<file path="config.mk">
export PLATFORM = sky130hd
export DESIGN_NAME = pipeline_hazard_ctrl
export DESIGN_NICKNAME = d
export VERILOG_FILES = /design/src/rtl/pipeline_hazard_ctrl.sv
export SDC_FILE = /design/constraint.sdc
export NUM_CORES = 1
export LEC_CHECK = 0
export CORE_MARGIN = 4
export CORE_UTILIZATION = 48
export DETAILED_ROUTE_END_ITERATION = 7
export PLACE_DENSITY = 0.8
export SYNTH_ARGS = -nofsm -noshare
export SYNTH_HDL_FRONTEND = slang
export SYNTH_SLANG_ARGS = --single-unit
</file>
<file path="constraint.sdc">
create_clock -name clk -period 2.3 [get_ports clk]
set_input_delay 0.23 -clock clk [delete_from_list [all_inputs] [get_ports clk]]
set_output_delay 0.23 -clock clk [all_outputs]
set_load 0.02 [all_outputs]
</file>
<file path="src/rtl/pipeline_hazard_ctrl.sv">
// pipeline_hazard_ctrl: 5-stage pipeline sequencing (fill, load-use/flag stalls, branch flush, perf counters)
// Ports: clk, rst_n (async, active-low); ID fields id_rn/id_rm/id_rd, id_uses_rm, id_uses_rd, id_is_bcond;
// EX info ex_mem_read, ex_rd, ex_set_flags, br_taken_ex; cnt_clr clears counters.
// Outputs pc_we, ifid_we, ifid_flush, idex_bubble, flag_fwd, stall_cnt, flush_cnt.
// Optional feature macro: FLAG_FORWARD_EN (forward EX flags to B.cond instead of stalling).
module pipeline_hazard_ctrl #(
  parameter int FILL_CYCLES  = 4,
  parameter int FLUSH_CYCLES = 1
) (
  input  logic        clk,
  input  logic        rst_n,
  input  logic [4:0]  id_rn,
  input  logic [4:0]  id_rm,
  input  logic [4:0]  id_rd,
  input  logic        id_uses_rm,
  input  logic        id_uses_rd,
  input  logic        id_is_bcond,
  input  logic        ex_mem_read,
  input  logic [4:0]  ex_rd,
  input  logic        ex_set_flags,
  input  logic        br_taken_ex,
  input  logic        cnt_clr,
  output logic        pc_we,
  output logic        ifid_we,
  output logic        ifid_flush,
  output logic        idex_bubble,
  output logic        flag_fwd,
  output logic [15:0] stall_cnt,
  output logic [15:0] flush_cnt
);
  typedef enum logic [2:0] {FILL, RUN, LOAD_STALL, FLAG_WAIT, FLUSH} state_t;
  state_t state, state_nx;
  logic [3:0] fill_cnt;
  logic [1:0] fl_cnt;
  logic load_use, flag_haz;
  assign load_use = ex_mem_read && ex_rd != 5'd31 &&
                    (ex_rd == id_rn || (id_uses_rm && ex_rd == id_rm) || (id_uses_rd && ex_rd == id_rd));
`ifdef FLAG_FORWARD_EN
  assign flag_haz = 1'b0;
`else
  assign flag_haz = id_is_bcond & ex_set_flags;
`endif
  always_comb begin
    state_nx    = state;
    pc_we       = 1'b1;
    ifid_we     = 1'b1;
    ifid_flush  = 1'b0;
    idex_bubble = 1'b0;
    flag_fwd    = 1'b0;
    case (state)
      FILL: begin
        pc_we       = 1'b0;
        ifid_we     = 1'b0;
        ifid_flush  = 1'b1;
        idex_bubble = 1'b1;
        state_nx    = fill_cnt <= 4'd1 ? RUN : FILL;
      end
      FLUSH: begin
        ifid_flush  = 1'b1;
        idex_bubble = br_taken_ex;
        state_nx    = (!br_taken_ex && fl_cnt == 2'd1) ? RUN : FLUSH;
      end
      default: begin
        // Only RUN checks hazards: the cycle after a stall the producer is past EX.
        if (br_taken_ex) begin
          ifid_flush  = 1'b1;
          idex_bubble = 1'b1;
          state_nx    = (FLUSH_CYCLES > 1) ? FLUSH : RUN;
        end else if (state == RUN && (load_use || flag_haz)) begin
          pc_we       = 1'b0;
          ifid_we     = 1'b0;
          idex_bubble = 1'b1;
          state_nx    = load_use ? LOAD_STALL : FLAG_WAIT;
        end else
          state_nx = RUN;
      end
    endcase
`ifdef FLAG_FORWARD_EN
    flag_fwd = (state == RUN || state == LOAD_STALL) && id_is_bcond && ex_set_flags;
`endif
  end
  always_ff @(posedge clk or negedge rst_n)
    if (!rst_n) begin
      state     <= FILL;
      fill_cnt  <= 4'(FILL_CYCLES);
      fl_cnt    <= '0;
      stall_cnt <= '0;
      flush_cnt <= '0;
    end else begin
      state     <= state_nx;
      fill_cnt  <= state == FILL ? fill_cnt - 4'd1 : fill_cnt;
      fl_cnt    <= (br_taken_ex && state != FILL) ? 2'(FLUSH_CYCLES - 1) : state == FLUSH ? fl_cnt - 2'd1 : fl_cnt;
      stall_cnt <= cnt_clr ? '0 : (!pc_we && state != FILL && stall_cnt != 16'hFFFF) ? stall_cnt + 16'd1 : stall_cnt;
      flush_cnt <= cnt_clr ? '0 : (br_taken_ex && flush_cnt != 16'hFFFF) ? flush_cnt + 16'd1 : flush_cnt;
    end
endmodule

</file>
==> out/qor.txt <==
worst setup path category: input port to output port
total power: 1.813 mW
Async SR Flop Fraction: 100.0%
Routed WL: 6.042 mm
FP Rows: 25
DR vias: 2233
Post-synth EDFFs: 0
antenna fix cells: 0
share of cells above drive strength 1: 10.36%
PwrDens: 541.8 mW/mm^2
Synth cell types: 46
leak pwr: 1.373 nW
final core utilization: 69.93%
mean area per synthesized cell: 9.226 um^2
peak supply drop: 0.5025 mV
CTS Root Cell: clkbuf_8
Nets: 371
ys flop type: dfrtp_1
Final Setup Violations: 0
outcome: complete, no violations
total gr overflow: 0
drt initial violations: 92
Int Pwr: 1.353 mW
switching part of the total: 25.41%
Worst Setup Start Kind: input port
achievable frequency: 469.7 MHz
worst hold margin: 0.05986 ns
clock power share: 37.7%
Worst Clk Skew: 0.008896 ns
MaxCap Viol Count: 0
drt wl/cell: 14.92 um
Crit Path Max Fanout: 2
clock sink count: 41
Syn. warnings: 0
first-pass GRT wire length: 10.31 mm
Pre-Repair DR Iteration Count: 4
Synthesized Nets: 296
Yosys top cell area share: 41.41%
CTS tree: built
Die X-Extent: 78.97 um
GP Congestion: 0.8192
sequential cell area fraction in the yosys report: 42.49%
vias in the first global route: 2264
fin worst setup slack: 0.1710 ns
DRC Markers: 0
unrepaired setup endpoints after global routing: no
sw power: 0.4608 mW
max_slew headroom: 40.28%
Synth area leaders: dfrtp_1 (41%), xnor2_1 (6.5%), xor2_1 (4.7%)
global-route total usage across every layer: 20.56%
Tmin final: 2.129 ns
CP arrival: 1.90 ns
Die H: 78.97 um
CP endpoint kind: output port
Worst Max-Slew Pin Slew: 0.8958 ns
postcts setup bufs: 0
initial antenna violation count: 0
Starting Density: 50.51%
Worst-Skew Late Latency: 0.30 ns
number of routed nets with antenna violations: 0
Layout area overhead: 38.46%
worst-case clock buffer depth: 2
core region area: 0.004786 mm^2
TritonCTS Buffers: 5
CP required: 2.07 ns
Sum Neg Setup Slack: 0 ns
Clock transition at path regs: 0.08 ns
htree depth: 2
Port Buffers: 64
#FFs+latches synth: 41
pre-CTS setup slack: -0.2564 ns
Min-Delay Path Class: input port to asynchronous set/reset pin
io pins: 66
part of the power in registers: 44.6%
Post-Synthesis Cells: 262
Cell Area, Synth: 0.002417 mm^2
largest net degree at the start of global routing: 42
hold-fix buffers at CTS: 0
commonest non-fill, non-tap cells in the layout: clkdlybuf4s50_1 (55), dfrtp_1 (40), nand2_1 (27), nor2_1 (25), xnor2_1 (18)
commonest non-fill, non-tap cell in the layout: clkdlybuf4s50_1
Comb power frac: 17.7%
Via density: 5.514
final hold vios: 0
max-slew violations: 0
DIE AREA: 0.006235 mm^2
cell taking the most area after synthesis: dfrtp_1
Final period util: 92.57%
DP Wirelength: 4.373 mm
final timing paths:
check	start	end	slack [ns]	cells after the start
worst max-delay path	id_rn[0]	pc_we	0.17	8
worst min-delay path	rst_n	flush_cnt[5]	0.06	1
worst max register to register	state[2]	stall_cnt[4]	0.20	7
worst min register to register	fill_cnt[3]	fill_cnt[3]	0.48	1
max in group asynchronous	rst_n	flush_cnt[2]	1.69	1
min in group clk	fill_cnt[3]	fill_cnt[3]	0.48	1
power by group through the flow:
stage | logic, mW | clock network, mW | registers [mW]
after floorplan | 0.173 | 0 | 0.817
after global placement | 0.310 | 0 | 0.819
after detailed placement | 0.317 | 0 | 0.822
after CTS | 0.324 | 0.697 | 0.808
after global routing | 0.359 | 0.724 | 0.814
final | 0.322 | 0.684 | 0.808
final cells by class:
class	count	area, um^2
multi-input cells	202	1319
flip-flops and latches	41	1027
clock inverters	3	65.06
inverters	7	26.28
repair buffers	80	757.0
clock buffers	5	68.82
fillers	393	1439
well taps	67	83.83
cell usage after synthesis (all sizes together), types with 7 or more instances:
cell type	number
dfrtp	40
nand2	27
nor2	25
xnor2	18
a21oi	17
xor2	13
nor3	10
o21ai	10
nand3	9
nand4	9
o31ai	9
or4	8
buf	7
inv	7
stage by stage:
step,area [um^2],instances
after floorplan,2417,262
after global placement,3192,397
after detailed placement,3192,397
after CTS,3328,405
after global routing,3347,405
final,3347,405
worst max-delay path: stages:
cell             delay (ns)
clkdlybuf4s50_1        0.47
xnor2_1                0.12
nand2_1                0.13
o41ai_4                0.38
o21ai_2                0.10
inv_1                  0.10
nor2_1                 0.06
dlygate4sd2_1          0.32
what timing repair did:
action / CTS / global route
resized for setup: 5 / 8
setup endpoints to repair: 3 / 16
pin swaps: 0 / 2
routing by layer:
metal | wire (um) | up-vias | GRT usage (%) | share of wire (%)
met2 | 3013 | 64 | 34.93 | 50
li1 | - | 1082 | - | -
met3 | 435 | 9 | 6.349 | 7.2
met5 | 0 | - | 0 | 0
met1 | 2509 | 1078 | 24.80 | 42
met4 | 83 | 0 | 6.701 | 1.4
registers in the layout, indices dropped and copies added, names as in the netlist:
register and count:
flush_cnt 16, stall_cnt 16, fill_cnt 4, state 3
fl_cnt 2
kinds of logic (layout without fill, tap and decap cells):
kind of cell | count (synthesis) | in the layout | synth area share (%)
DFF | 41 | 41 | 42.50
other | 1 | 1 | 0.1551
and+or+nand+nor | 114 | 114 | 24.74
muxes | 4 | 4 | 1.812
adders and majority gates | 5 | 5 | 2.588
AOI/OAI and AO/OA | 47 | 47 | 13.20
buffers and inverters | 19 | 95 | 3.778
xor gates and xnor gates | 31 | 31 | 11.23
No activity file was read; power rests on OpenSTA's default activity.
